**src/rtl/mips_pkg.sv**
```systemverilog
// Shared types and widths for the MIPS pipeline memory stage.
package mips_pkg;

    localparam int unsigned WORD_W = 32;
    localparam int unsigned REG_W  = 5;

    typedef enum logic {
        IDLE = 1'b0,
        WAIT = 1'b1
    } mem_state_t;

endpackage

```
**src/rtl/buffer4.sv**
```systemverilog
// MEM/WB pipeline register: loads a full result or a bubble that
// clears the write-back controls.
module buffer4
    import mips_pkg::*;
(
    input  logic              clk,
    input  logic              rst_n,
    input  logic              i_load,
    input  logic              i_rd_we,
    input  logic              i_regwrite,
    input  logic              i_memtoreg,
    input  logic [WORD_W-1:0] i_readdata,
    input  logic [WORD_W-1:0] i_alures,
    input  logic [REG_W-1:0]  i_wreg,
    output logic              o_regwrite,
    output logic              o_memtoreg,
    output logic [WORD_W-1:0] o_readdata,
    output logic [WORD_W-1:0] o_alures,
    output logic [REG_W-1:0]  o_wreg
);

    always_ff @(posedge clk or negedge rst_n) begin
        if (!rst_n) begin
            o_regwrite <= 1'b0;
            o_memtoreg <= 1'b0;
            o_readdata <= '0;
            o_alures   <= '0;
            o_wreg     <= '0;
        end else if (i_load) begin
            o_regwrite <= i_regwrite;
            o_memtoreg <= i_memtoreg;
            o_alures   <= i_alures;
            o_wreg     <= i_wreg;
            // Read data only changes when a load completes.
            if (i_rd_we) begin
                o_readdata <= i_readdata;
            end
        end else begin
            o_regwrite <= 1'b0;
            o_memtoreg <= 1'b0;
        end
    end

endmodule

```
**src/rtl/mem_stage.sv**
```systemverilog
// MEM pipeline stage: issues data-memory accesses with a two-state FSM,
// stalls the front end while waiting, and resolves branches and jumps.
module mem_stage
    import mips_pkg::*;
(
    input  logic              clk,
    input  logic              rst_n,
    input  logic              RegWrite,
    input  logic              MemtoReg,
    input  logic              Jump,
    input  logic              MemWrite,
    input  logic              MemRead,
    input  logic              Branch,
    input  logic              zflag,
    input  logic [WORD_W-1:0] JumpV,
    input  logic [WORD_W-1:0] OutBranch,
    input  logic [WORD_W-1:0] AluRes,
    input  logic [WORD_W-1:0] Data2,
    input  logic [REG_W-1:0]  writeReg,
    output logic              dmem_req,
    output logic              dmem_we,
    output logic [WORD_W-1:0] dmem_addr,
    output logic [WORD_W-1:0] dmem_wdata,
    input  logic [WORD_W-1:0] dmem_rdata,
    input  logic              dmem_ready,
    output logic              stall,
    output logic              PCSrc,
    output logic [WORD_W-1:0] PCTarget,
    output logic              err_misalign,
    output logic              sal_RegWrite,
    output logic              sal_MemtoReg,
    output logic [WORD_W-1:0] sal_ReadData,
    output logic [WORD_W-1:0] sal_AluRes,
    output logic [REG_W-1:0]  sal_writeReg
);

    mem_state_t        r_state;
    mem_state_t        w_state_next;
    logic              w_access;
    logic              w_memop;
    logic              w_misop;
    logic              w_idle;
    logic              w_done;

    logic [WORD_W-1:0] r_addr;
    logic [WORD_W-1:0] r_wdata;
    logic              r_we;
    logic              r_memtoreg;
    logic              r_regwrite;
    logic [REG_W-1:0]  r_wreg;
    logic              r_err;

    logic              w_load;
    logic              w_rd_we;
    logic              w_regwrite;
    logic              w_memtoreg;
    logic [WORD_W-1:0] w_alures;
    logic [REG_W-1:0]  w_wreg;

    assign w_access = MemRead | MemWrite;
    assign w_memop  = w_access & (AluRes[1:0] == 2'b00);
    assign w_misop  = w_access & (AluRes[1:0] != 2'b00);
    assign w_idle   = (r_state == IDLE);
    assign w_done   = (r_state == WAIT) & dmem_ready;

    always_ff @(posedge clk or negedge rst_n) begin
        if (!rst_n) begin
            r_state <= IDLE;
        end else begin
            r_state <= w_state_next;
        end
    end

    always_comb begin
        w_state_next = r_state;
        unique case (r_state)
            IDLE:    if (w_memop) w_state_next = WAIT;
            WAIT:    if (dmem_ready) w_state_next = IDLE;
            default: w_state_next = IDLE;
        endcase
    end

    // Access registers hold the request stable for the whole WAIT.
    always_ff @(posedge clk or negedge rst_n) begin
        if (!rst_n) begin
            r_addr     <= '0;
            r_wdata    <= '0;
            r_we       <= 1'b0;
            r_memtoreg <= 1'b0;
            r_regwrite <= 1'b0;
            r_wreg     <= '0;
        end else if (w_idle && w_memop) begin
            r_addr     <= AluRes;
            r_wdata    <= Data2;
            r_we       <= MemWrite;
            r_memtoreg <= MemtoReg;
            r_regwrite <= RegWrite;
            r_wreg     <= writeReg;
        end
    end

    always_ff @(posedge clk or negedge rst_n) begin
        if (!rst_n) begin
            r_err <= 1'b0;
        end else begin
            r_err <= w_idle & w_misop;
        end
    end

    assign dmem_req     = (r_state == WAIT);
    assign dmem_we      = dmem_req & r_we;
    assign dmem_addr    = r_addr;
    assign dmem_wdata   = r_wdata;
    assign err_misalign = r_err;
    assign stall        = (w_idle & w_memop) | ((r_state == WAIT) & ~dmem_ready);
    assign PCSrc        = w_idle & ((Branch & zflag) | Jump);
    assign PCTarget     = Jump ? JumpV : OutBranch;

    always_comb begin
        w_load     = 1'b0;
        w_rd_we    = 1'b0;
        w_regwrite = RegWrite;
        w_memtoreg = MemtoReg;
        w_alures   = AluRes;
        w_wreg     = writeReg;
        if (w_done) begin
            w_load     = 1'b1;
            w_rd_we    = ~r_we;
            w_regwrite = r_regwrite & ~r_we;
            w_memtoreg = r_memtoreg;
            w_alures   = r_addr;
            w_wreg     = r_wreg;
        end else if (w_idle && !w_access) begin
            w_load = 1'b1;
        end
    end

    buffer4 u_buffer4 (
        .clk        (clk),
        .rst_n      (rst_n),
        .i_load     (w_load),
        .i_rd_we    (w_rd_we),
        .i_regwrite (w_regwrite),
        .i_memtoreg (w_memtoreg),
        .i_readdata (dmem_rdata),
        .i_alures   (w_alures),
        .i_wreg     (w_wreg),
        .o_regwrite (sal_RegWrite),
        .o_memtoreg (sal_MemtoReg),
        .o_readdata (sal_ReadData),
        .o_alures   (sal_AluRes),
        .o_wreg     (sal_writeReg)
    );

endmodule
```
**config.mk**
```make
export PLATFORM = sky130hd
export DESIGN_NAME = mem_stage
export DESIGN_NICKNAME = d
export VERILOG_FILES = /design/src/rtl/mips_pkg.sv /design/src/rtl/buffer4.sv /design/src/rtl/mem_stage.sv
export SDC_FILE = /design/constraint.sdc
export NUM_CORES = 1
export LEC_CHECK = 0
export BUFFER_PORTS_ARGS = -buffer_cell sky130_fd_sc_hd__clkbuf_2
export CORE_AREA = 2 2 136 138
export CTS_CLUSTER_DIAMETER = 150
export DETAILED_ROUTE_END_ITERATION = 12
export DIE_AREA = 0 0 138 140
export PLACE_DENSITY = 0.72
export SLEW_MARGIN = 5
export SYNTH_ARGS = -nofsm -noshare
export SYNTH_HDL_FRONTEND = slang
export SYNTH_SLANG_ARGS = --single-unit
```
**constraint.sdc**
```tcl
create_clock -name clk -period 2.1 [get_ports clk]
set_input_delay 0.42 -clock clk [delete_from_list [all_inputs] [get_ports clk]]
set_output_delay 0.42 -clock clk [all_outputs]
set_load 0.02 [all_outputs]
```
# Word level (Yosys, flattened, before mapping)
# Index checks and enable logic that the tools add are counted.
# op_classes
muxes,13
n_bitwise,16
reduce_logical,6
# op_table
cell,n
2-to-1 mux 32 bit,2
AND 1 bit,10
2-to-1 mux 1 bit,9
2-to-1 mux 5 bit,1
inverter 1 bit,3
OR 1 bit,3
logical AND 1 bit,2
zero test 2 bit,1
case mux 1 bit (2 select lines),1
AND reduction 2 bit,1
nonzero test 2 bit,1
zero test 1 bit,1
# totals
ff_bits,145
in_bits,175
out_inout_bits,172
wordCells,48

# Depth between registers and ports, before layout
# depth
depth_word,6
depth_mapped,6

# Cells and area by module
# From an unflattened synthesis, not the netlist that was laid out.
# hier_totals
cells_unflattened,397
hier_area_um2,6254.7
# by_module_without_submodules
module,n_inst,cells_each,area_per_inst_um2,seq_area_each_um2
mem_stage,1,247,3644.7,1851.8
buffer4,1,150,2610.0,1776.7

# Least setup slack after synthesis
# Ideal clock, no wire load.
# synth_timing
path_kind,reg2out
startpoint,"register r_state, in the netlist dmem_req"
endpoint,output port stall
t_arrival_ps,1662
path_slack_ps,18
stages_incl_launch_ff,5
cell_sequence,dfrtp_1 -> buf_4 -> nor4_4 -> buf_6 -> a21o_1
# synth_via
elab_chain_len,3
word_cells_on_any_way,4
# synth_rtl
element,line,rtl
start: declaration,mem_stage.sv:37,mem_state_t r_state;
start signal: assignment,mem_stage.sv:70,r_state <= w_state_next;
inverter 1 bit,n/a,
AND 1 bit,mem_stage.sv:115,assign stall = (w_idle & w_memop) | ((r_state == WAIT) & ~dmem_ready);
OR 1 bit (*),mem_stage.sv:115,
end: declaration,mem_stage.sv:26,"output logic stall,"
# Every way passes the cells marked *; elsewhere a longest branch is shown, timed or not.

# Final worst setup path
# Ends and elaborated chain as after synthesis.

==> impl_metrics.ini <==
[global_routing]
globalRouteOverflowTotal = 0
grt_use_total_pct = 17.0
grt_max_degree = 51
grt_antenna_before_repair = 0
grt_pass1_wl_mm = 26.2
grt_pass1_vias = 4898

[routing]
detail_route.first_pass.iterations = 4
routed-via-count = 4621
avgRoutedWirePerCell_um = 16.1
dr_vias_cell = 4.62
final_antenna_net_count = 0
detail_route.drc_violations = 0
drt_wl_total_mm = 16.1
drt_iter0_drc = 105

[clocking]
cts_buffer_depth = 2
path_clk_slew_ns = 0.07
cts_num_sinks = 145
worst_skew_pair.late_latency_ns = 0.42
tritoncts.num_buffers = 17
htreeDepth = 4
clock_tree_from_tritoncts = built
clockRootBuffer = sky130_fd_sc_hd__clkbuf_16

[critical_path]
slowest_stage = sky130_fd_sc_hd__dfrtp_2
worstSetupEndpointType = output port
critical_path_class = reg -> out
worst-endpoint-arrival_ns = 1.59
path_cells = nor4_4, buf_4, a21o_1, clkbuf_4
critPathRequiredTime_ns = 1.68
cpPeakStageDelay_ns = 0.43
timing.critical_path.fanout_max = 3
startpoint_kind_of_the_worst_setup_timing_path = register

[final_layout]
final_layout_size_suffix_gt1_share_pct = 78.2
most_frequent_standard_cell_in_the_layout_excluding_fill_and_tap_cells = sky130_fd_sc_hd__clkbuf_2
highest_count_cells_in_the_layout_ignoring_fill_and_taps = 344 x sky130_fd_sc_hd__clkbuf_2, 201 x sky130_fd_sc_hd__mux2_2, 144 x sky130_fd_sc_hd__dfrtp_1, 17 x sky130_fd_sc_hd__clkbuf_16, 15 x sky130_fd_sc_hd__buf_4
design.final.nets = 933
antenna_cells_inserted = 0
num-fill-cells = 1607
finalInstanceArea_um2 = 8930
syn2layout_area_growth_pct = 42.8
finalNonFillerCells = 1000

[timing]
timing.final.setup_violations = 0
hold_viol_final = 0
sum_of_negative_setup_slack_ns = 0
final_min_period_over_clock_period_pct = 95.6
layout_min_cycle_time_ns = 2.01
final_ws_setup_ns = 0.0915
fmax_ghz = 0.498
slew_violations = 0
max_slew.worst_pin.slew_ns = 0.763
unrepaired_setup_endpoints_after_global_routing = false
slew_headroom_pct = 49.1
clock_skew_ns = 0.00798

[synthesis]
synth_area_per_cell_um2 = 15.7
synth_seq_cells = 145
postSynthNetCount = 572
synth.distinct_cells = 21
synth_warnings = 0
synth.cell_area_um2 = 6250
syn_inst = 397
ys_seq_area_share_pct = 58.0

[floorplanning]
initial_core_util_pct = 35.2
die_width_um = 138
boundaryPins = 347
placeableCoreArea_um2 = 17800
num_rows = 49
die_footprint_um2 = 19300
die_height_um = 140

[worst_hold_path]
min-delay-path-class = in -> reg

[power_and_ir_drop]
vdd.ir_drop.worst_mv = 0.560
p_per_area_nw_per_um2 = 1150
total_leakage_power_nw = 4.45

[placed_design]
gp_congestion = 0.793
placed_area_um2 = 8290
place.port_buffers = 346
detailedPlace.worstSlack_ns = 0.271
detailedPlacementHpwl_mm = 12.7
dp.cells = 964

[run_status]
status = finished clean

[job]
max-cap-violations = 0
per-stage QoR:
step                      hold slack [ns]  util, %  power, W
final                               0.229     50.2    0.0102
after global routing                0.213     50.2    0.0108
after CTS                           0.209     50.1    0.0104
after detailed placement            0.400     46.6   0.00727
after global placement              0.401     46.6   0.00717
after floorplan                     0.124        -   0.00595
cell type report:
class                           instances  area [um2]  share of cell area [%]
Multi-Input combinational cell        227        2460                    27.6
Clock inverter                         15         173                    1.93
Sequential cell                       145        3630                    40.7
Inverter                                1        3.75                  0.0421
Clock buffer                           17         425                    4.77
Tap cell                              229         287                    3.21
Timing Repair Buffer                  366        1940                    21.8
metal layers:
layer / vias up / global-route usage (%) / routed length (um)
met3: 21 / 5.20 / 1090
met1: 2277 / 20.9 / 6670
li1: 2150 / - / -
met5: - / 0 / 0
met4: 0 / 5.26 / 244
met2: 173 / 28.8 / 8140
cell usage after synthesis, drive strengths merged:
master,n,area share [%]
a21o,1,0.12
a21oi,3,0.24
and2,1,0.10
buf,18,2.2
clkbuf,6,0.36
dfrtp,145,58
inv,1,0.060
mux2,208,37
nand2,3,0.18
nand3,1,0.080
nand4b,1,0.14
nor2,3,0.18
nor2b,2,0.20
nor3,1,0.080
nor4,1,0.34
o31a,1,0.14
or2,1,0.10
path summary, 6_finish.rpt:
path | cells past startpoint | endpoint | slack (ns) | startpoint
setup / recovery | 4 | stall | 0.09 | dmem_req$_DFF_PN0_
max in group asynchronous | 3 | dmem_req$_DFF_PN0_ | 0.94 | rst_n
hold / removal | 2 | dmem_wdata[24]$_DFFE_PN0P_ | 0.23 | Data2[24]
hold reg to reg | 1 | u_buffer4.o_alures[4]$_DFFE_PN0P_ | 0.50 | u_buffer4.o_alures[4]$_DFFE_PN0P_
setup reg to reg | 4 | u_buffer4.o_readdata[20]$_DFFE_PN0P_ | 0.27 | dmem_req$_DFF_PN0_
min in group asynchronous | 2 | dmem_wdata[28]$_DFFE_PN0P_ | 0.52 | rst_n
repair_timing:
action | in CTS | in global routing
pin swaps | 1 | 0
endpoints found under the hold margin | 44 | 0
hold buffers | 1 | 0
setup buffers | 1 | 2
resized for setup | 0 | 3
setup endpoints to repair | 1 | 1
registers in the layout (all words and copies together) (netlist names), 5 cells and up:
| name | flops |
|---|---|
| dmem_wdata | 32 |
| u_buffer4.o_readdata | 32 |
| u_buffer4.o_wreg | 5 |
| u_buffer4.o_alures | 32 |
| r_wreg | 5 |
| dmem_addr | 32 |
where the power goes:
group          total (W)  switching, W  leakage, nW  internal [W]
clock            0.00306       0.00128        0.277       0.00178
sequential       0.00397      0.000411         1.72       0.00356
combinational    0.00320       0.00182         2.45       0.00138
worst max-delay path: cells and delay by family (launching register included):
kind                   cells  cell delay (ns)
flip-flops                 1             0.43
buffers and inverters      2             0.35
AND/OR/NAND/NOR            1             0.28
AO/OA/AOI/OAI              1             0.10
cells by family after synthesis:
kind of cell,after synthesis,share of synthesized area [%]
AND/OR/NAND/NOR,14,1.40
buffers and inverters,25,2.58
flip-flops,145,58.0
AO/OA/AOI/OAI,5,0.500
multiplexers,208,37.5
Power figures use the tool's default switching activity.
